### src/rtl/sramlike_bridge.sv
// sramlike_bridge
// Bridges the core's single-cycle SRAM-style port onto a split-handshake
// SRAM-like bus (req / addr_ok / data_ok). One bridge sits on each of the
// instruction and data sides. The core is stalled while a transaction is in
// flight. The returned data is held in DONE for as long as another stall
// source keeps the pipeline frozen.
//
// Optional build macro: BRIDGE_PERF_CNT_EN
//   defined   : req_cnt counts accepted requests and stall_cnt counts cycles
//               with cpu_stall high. Both are 32-bit wrapping counters.
//   undefined : req_cnt and stall_cnt are tied to zero.

module sramlike_bridge #(
   parameter int ADDR_W = 32,
   parameter int DATA_W = 32
) (
   input  logic                  clk,
   input  logic                  rst,

   input  logic                  cpu_en,
   input  logic [DATA_W/8-1:0]   cpu_wen,
   input  logic [ADDR_W-1:0]     cpu_addr,
   input  logic [DATA_W-1:0]     cpu_wdata,
   output logic [DATA_W-1:0]     cpu_rdata,
   output logic                  cpu_stall,
   input  logic                  pipe_stall,
   input  logic                  flush,

   output logic                  mem_req,
   output logic                  mem_wr,
   output logic [1:0]            mem_size,
   output logic [ADDR_W-1:0]     mem_addr,
   output logic [DATA_W-1:0]     mem_wdata,
   input  logic                  mem_addr_ok,
   input  logic                  mem_data_ok,
   input  logic [DATA_W-1:0]     mem_rdata,

   output logic [31:0]           req_cnt,
   output logic [31:0]           stall_cnt
);

   localparam int         BE_W      = DATA_W / 8;
   localparam logic [1:0] FULL_SIZE = (DATA_W == 64) ? 2'd3 : 2'd2;

   typedef enum logic [1:0] {
      IDLE = 2'd0,
      ADDR = 2'd1,
      DATA = 2'd2,
      DONE = 2'd3
   } state_t;

   state_t state;
   state_t state_next;

   logic take_req;
   logic take_rsp;

   // Translate the byte-enable pattern into a bus transfer size. Reads,
   // full-width writes and irregular strobe patterns all use the full
   // width. The byte strobes downstream sort out the irregular writes.
   function automatic logic [1:0] size_of(input logic [BE_W-1:0] wen);
      logic [1:0] sz;
      sz = FULL_SIZE;
      if (wen != '0 && wen != '1) begin
         for (int i = 0; i < BE_W; i++) begin
            if (wen == (BE_W'(1) << i)) begin
               sz = 2'd0;
            end
         end
         for (int i = 0; i < BE_W; i += 2) begin
            if (wen == (BE_W'(3) << i)) begin
               sz = 2'd1;
            end
         end
         if (BE_W == 8) begin
            for (int i = 0; i < BE_W; i += 4) begin
               if (wen == (BE_W'(15) << i)) begin
                  sz = 2'd2;
               end
            end
         end
      end
      return sz;
   endfunction

   // State register; reset abandons any in-flight transaction without retry.
   always_ff @(posedge clk) begin
      if (rst) begin
         state <= IDLE;
      end else begin
         state <= state_next;
      end
   end

   // Next-state logic plus the handshake outputs that depend only on state.
   always_comb begin
      state_next = state;
      mem_req    = 1'b0;
      cpu_stall  = 1'b0;
      take_req   = 1'b0;
      take_rsp   = 1'b0;
      case (state)
         IDLE: begin
            if (cpu_en) begin
               cpu_stall  = 1'b1;
               take_req   = 1'b1;
               state_next = ADDR;
            end
         end
         ADDR: begin
            mem_req   = 1'b1;
            cpu_stall = 1'b1;
            if (mem_addr_ok) begin
               state_next = DATA;
            end
         end
         DATA: begin
            cpu_stall = 1'b1;
            if (mem_data_ok) begin
               take_rsp   = 1'b1;
               state_next = DONE;
            end
         end
         DONE: begin
            if (!pipe_stall || flush) begin
               state_next = IDLE;
            end
         end
         default: begin
            state_next = IDLE;
         end
      endcase
   end

   // Request fields are captured once on acceptance and stay fixed until the next request.
   always_ff @(posedge clk) begin
      if (rst) begin
         mem_wr    <= 1'b0;
         mem_size  <= 2'd0;
         mem_addr  <= '0;
         mem_wdata <= '0;
      end else if (take_req) begin
         mem_wr    <= |cpu_wen;
         mem_size  <= size_of(cpu_wen);
         mem_addr  <= cpu_addr;
         mem_wdata <= cpu_wdata;
      end
   end

   // Read data is latched only on a read response in DATA; write acks leave it alone.
   always_ff @(posedge clk) begin
      if (rst) begin
         cpu_rdata <= '0;
      end else if (take_rsp && !mem_wr) begin
         cpu_rdata <= mem_rdata;
      end
   end

`ifdef BRIDGE_PERF_CNT_EN
   // Performance counters; these wrap freely at 2^32.
   always_ff @(posedge clk) begin
      if (rst) begin
         req_cnt   <= 32'd0;
         stall_cnt <= 32'd0;
      end else begin
         if (take_req) begin
            req_cnt <= req_cnt + 32'd1;
         end
         if (cpu_stall) begin
            stall_cnt <= stall_cnt + 32'd1;
         end
      end
   end
`else
   assign req_cnt   = 32'd0;
   assign stall_cnt = 32'd0;
`endif

endmodule

### config.mk
export PLATFORM = sky130hd
export DESIGN_NAME = sramlike_bridge
export DESIGN_NICKNAME = d
export VERILOG_FILES = /design/src/rtl/sramlike_bridge.sv
export SDC_FILE = /design/constraint.sdc
export NUM_CORES = 1
export LEC_CHECK = 0
export ABC_AREA = 1
export CAP_MARGIN = 20
export CORE_ASPECT_RATIO = 0.9
export CORE_MARGIN = 2
export CORE_UTILIZATION = 33
export DETAILED_ROUTE_END_ITERATION = 8
export PLACE_DENSITY = 0.75
export SYNTH_ARGS = -nofsm -noshare
export SYNTH_HDL_FRONTEND = slang
export SYNTH_SLANG_ARGS = --single-unit
### constraint.sdc
create_clock -name clk -period 1.39 [get_ports clk]
set_input_delay 0.417 -clock clk [delete_from_list [all_inputs] [get_ports clk]]
set_output_delay 0.417 -clock clk [all_outputs]
set_load 0.1 [all_outputs]
Word level (Yosys, flattened, before mapping)
Cells that the tools add are included.
{"block": "word_totals", "ff_bits": 101, "in_bits": 107, "out_inout_bits": 165, "wordCells": 48}
{"block": "classes", "n_eq_ne": 14, "mux": 18, "n_reduce_logical": 10}
{"op": "2-bit two-way mux", "n": 11}
{"op": "4-bit by 2-bit == test with 1-bit output (second input constant)", "n": 2}
{"op": "4-bit == test (second input constant)", "n": 2}
{"op": "2-bit inequality test (second input constant)", "n": 4}
{"op": "2-bit case mux with 4 select lines", "n": 1}
{"op": "1-bit two-way mux", "n": 5}
{"op": "2-bit == test (second input constant)", "n": 2}
{"op": "4-bit by 1-bit == test with 1-bit output (second input constant)", "n": 1}
{"op": "4-bit by 3-bit == test with 1-bit output (second input constant)", "n": 1}
{"op": "4-bit inequality test (second input constant)", "n": 1}
{"op": "4-bit AND reduction", "n": 1}
{"op": "4-bit nonzero test", "n": 1}
{"op": "4-bit OR reduction", "n": 1}
{"op": "2-bit by 1-bit == test with 1-bit output (second input constant)", "n": 1}
{"op": "1-bit logical AND", "n": 2}
{"op": "1-bit logical NOT", "n": 2}
{"op": "2-bit logical NOT", "n": 1}
{"op": "1-bit case mux with 2 select lines", "n": 1}
{"op": "2-bit OR reduction", "n": 1}
{"op": "1-bit logical OR", "n": 1}

Longest topological paths before layout
{"block": "logic_depth", "word_depth": 8, "depth_mapped": 9, "mapped_depth_nobuf": 8}

Worst setup path before layout
No wires, ideal clock.
{"block": "synth_path", "kind": "reg-to-output", "startpoint": "reg state[0]", "endpoint": "out cpu_stall", "arrival_time_ns": 2.309, "required_time_ns": 0.973, "path_slack_ns": -1.336, "path_stages_with_launch": 6, "n_path_buf": 1, "cell_sequence": "dfxtp_1 -> inv_1 -> ha_1 -> nand2_2 -> clkbuf_1 -> a21oi_1"}
{"block": "synth_via", "elab_chain_cells": 3, "word_cells_on_any_way": 5, "classes_between": "2 x eq/ne; 1 x mux; 2 x reduce/logical"}
{"item": "from (decl)", "line_no": "52", "text": "state_t state;"}
{"item": "from (signal assigned)", "line_no": "91", "text": "state <= state_next;"}
{"item": "2-bit == test or 2-bit by 1-bit == test with 1-bit output (tied branches)", "line_no": "102", "text": "case (state)"}
{"item": "2-bit OR reduction (no source line)"}
{"item": "1-bit case mux with 2 select lines (*)", "line_no": "102"}
{"item": "to (decl)", "line_no": "25", "text": "output logic cpu_stall,"}
Every way passes the cells marked *; elsewhere a longest branch is shown, timed or not.

Worst setup path after layout
Same ends and word-level chain as after synthesis.

==> results.json <==
{
  "dp_cells": 903,
  "yosys_warnings": 0,
  "ys_seq_area_share_pct": 47.77,
  "grt_overflow_total": 0,
  "drc": 0,
  "synth.top_cell.area_share_pct": 47.77,
  "ant_nets": 0,
  "post-place-ws_ns": -0.4316,
  "synth_cells": 542,
  "firstDrtPassIters": 4,
  "synth_top_cell_by_area": "dfxtp_1",
  "rows": 39,
  "cts_tree": "done",
  "arrival_ns": 1.34,
  "vias": 4064,
  "fill_cells": 1024,
  "switching_share_pct": 51.62,
  "die_y_um": 111.4,
  "end_kind": "output port",
  "drt_iter0_markers": 123,
  "violations": "negative setup slack",
  "r2r_end": "cpu_rdata[1]",
  "core_mm2": 0.01259,
  "place_hpwl_um": 8991,
  "reg2reg_depth": 9,
  "setup_tns_ns": -0.5801,
  "clkPwrFrac_pct": 12.8,
  "start_util_pct": 33.62,
  "avgSynthCellArea_um2": 7.810,
  "status": "finished with violations",
  "regArea_mm2": 0.002048,
  "fin_total_pwr_uw": 18870,
  "grt_first_pass_wirelength_um": 19410,
  "r2r-start": "state[0]",
  "finalCriticalPeriod_ns": 1.760,
  "crit_type": "reg -> out",
  "grt_util_all_layers_pct": 18.11,
  "cp-startpoint": "state[0]",
  "die-area_mm2": 0.01375,
  "cp-start-kind": "register",
  "hp-class": "reg -> reg",
  "wirelength_um": 12970,
  "clockRootBuffer": "clkbuf_16",
  "ys_top_cells_by_area": "dfxtp_1 (48%), nor2_1 (18%), buf_4 (12%)",
  "cp_max_fo": 2,
  "antenna_cells": 0,
  "leakage_uw": 0.003373,
  "cts_inserted_buffers": 9,
  "ir_worst_vdd_uv": 1006,
  "r2r_slack_ns": 0,
  "instances_no_fill": 929,
  "grt_pass1_vias": 3886,
  "grt_max_degree": 44,
  "fin_crit_sh_pct": 126.6,
  "synth_cell_types": 20,
  "synth-seq-cells": 101,
  "hold_viol": 0,
  "antenna_found_initial": 0,
  "timing.clock.skew_ns": 0.004506,
  "area_growth_pct": 87.79,
  "seqPwrFrac_pct": 23.2,
  "cts.sinks": 101,
  "vias_per_cell": 4.375,
  "multi_input_area_mm2": 0.001836,
  "endpoint": "cpu_stall",
  "ios": 272,
  "fmax_mhz": 568.0,
  "synth_area_mm2": 0.004233,
  "p_per_area_mw_per_mm2": 2374,
  "power.switching_uw": 9740,
  "fin_nets": 873,
  "cts_hold_buf": 0,
  "numPortBuffers": 207,
  "p_comb_share_pct": 64.0,
  "drive_above_1_share_pct": 26.80,
  "rsz0062_at_grt": "true",
  "gp_congestion": 0.7452,
  "required_ns": 0.97,
  "clockBufferDepth": 2,
  "final_util_pct": 63.14,
  "fin_ws_ns": -0.3704,
  "maxCapViolations": 0,
  "drv_slew": 0,
  "clk_pin_slew_ns": 0.07,
  "htreeDepth": 3,
  "setup_viol": 3,
  "fp.dieW_um": 123.4,
  "clk_latency_ns": 0.34,
  "post_drt_wl_per_cell_um": 13.96,
  "p_int_uw": 9128
}
-- sequential cells by signal (all words and copies together), names as in the netlist --
| name | count |
|---|---|
| cpu_rdata | 32 |
| state | 2 |
| mem_size | 2 |
| mem_wr | 1 |
| mem_wdata | 32 |
| mem_addr | 32 |
-- cell type report --
| class | count | area share (%) |
|---|---|---|
| repair buffers | 236 | 43.88 |
| well taps | 164 | 2.581 |
| repair inverters | 2 | 0.2204 |
| clock inverters | 4 | 0.3935 |
| inverters | 13 | 0.8343 |
| flip-flops and latches | 101 | 25.77 |
| multi-input cells | 397 | 23.09 |
| clock buffers | 12 | 3.227 |
-- worst max-delay path: stages (launching register included) --
cell,delay (ns)
dfxtp_2,0.33
inv_2,0.05
ha_4,0.26
inv_2,0.04
a21oi_4,0.13
buf_12,0.19
-- timing repair --
action / in CTS / in global routing
setup endpoints to repair: 63 / 45
setup buffers: 1 / 2
endpoints found under the hold margin: 0 / 0
cloned: 2 / 5
pin swaps: 1 / 5
gates resized for setup: 16 / 45
-- metrics by stage --
stage	cell area (um2)	hold slack [ns]
finish	7949	0.5135
global route	7949	0.5432
CTS	7715	0.5236
detailed placement	7342	0.5138
global placement	7342	0.5094
floorplan	4512	0.4787
-- power by group through the flow --
stage                     Clock [uW]  Combinational, uW  Sequential (uW)
after floorplan                    0               3070             8770
after global placement             0              11400             4370
after detailed placement           0              11500             4410
after CTS                       2520              11800             4350
after global routing            2630              12600             4450
final                           2420              12100             4370
-- how the worst min path moves through the flow --
stage / startpoint / endpoint / slack (ns) / cells after the start
detailed placement: mem_addr[14] / mem_addr[14] / 0.51 / 2
global route: mem_addr[19] / mem_addr[19] / 0.54 / 2
finish: mem_addr[24] / mem_addr[24] / 0.51 / 2
global placement: mem_addr[19] / mem_addr[19] / 0.51 / 2
CTS: mem_addr[17] / mem_addr[17] / 0.52 / 2
floorplan: rst / mem_wr / 0.48 / 1
-- cell families (layout without fill, tap and decap cells) --
kind of cell,count (synthesis),after routing,share of synthesized area [%]
and+or+nand+nor,227,227,21.25
buffers and inverters,107,267,17.29
DFF,101,101,47.77
AOI/OAI and AO/OA,100,100,11.82
adders and majority gates,6,6,1.774
other,1,64,0.08859
-- Yosys cell counts, drive strengths merged --
master / n
buf: 81
nor2: 209
a21oi: 2
nand3: 5
clkbuf: 13
inv: 13
dfxtp: 101
o21ai: 98
conb: 1
ha: 6
nand2: 13
-- metal layers --
metal  routed length, um  vias up  global-route usage (%)
met5                   0        -                       0
met4                 164        0                   5.303
met3                1351       14                   7.633
met2                6607      179                   32.09
met1                4848     1856                   19.42
li1                    -     2015                       -
-- layout by cell type (no fill, tap or decap), drive strengths merged --
master and n:
clkbuf 14, clkdlybuf4s50 105, clkinv 1, dlygate4sd2 1, inv 15, ha 6, clkinvlp 3, a21oi 2
dfxtp 101, buf 128, nand2 13, nor2 209, conb 64, o21ai 98, nand3 5
(Power assumes the default switching activity.)
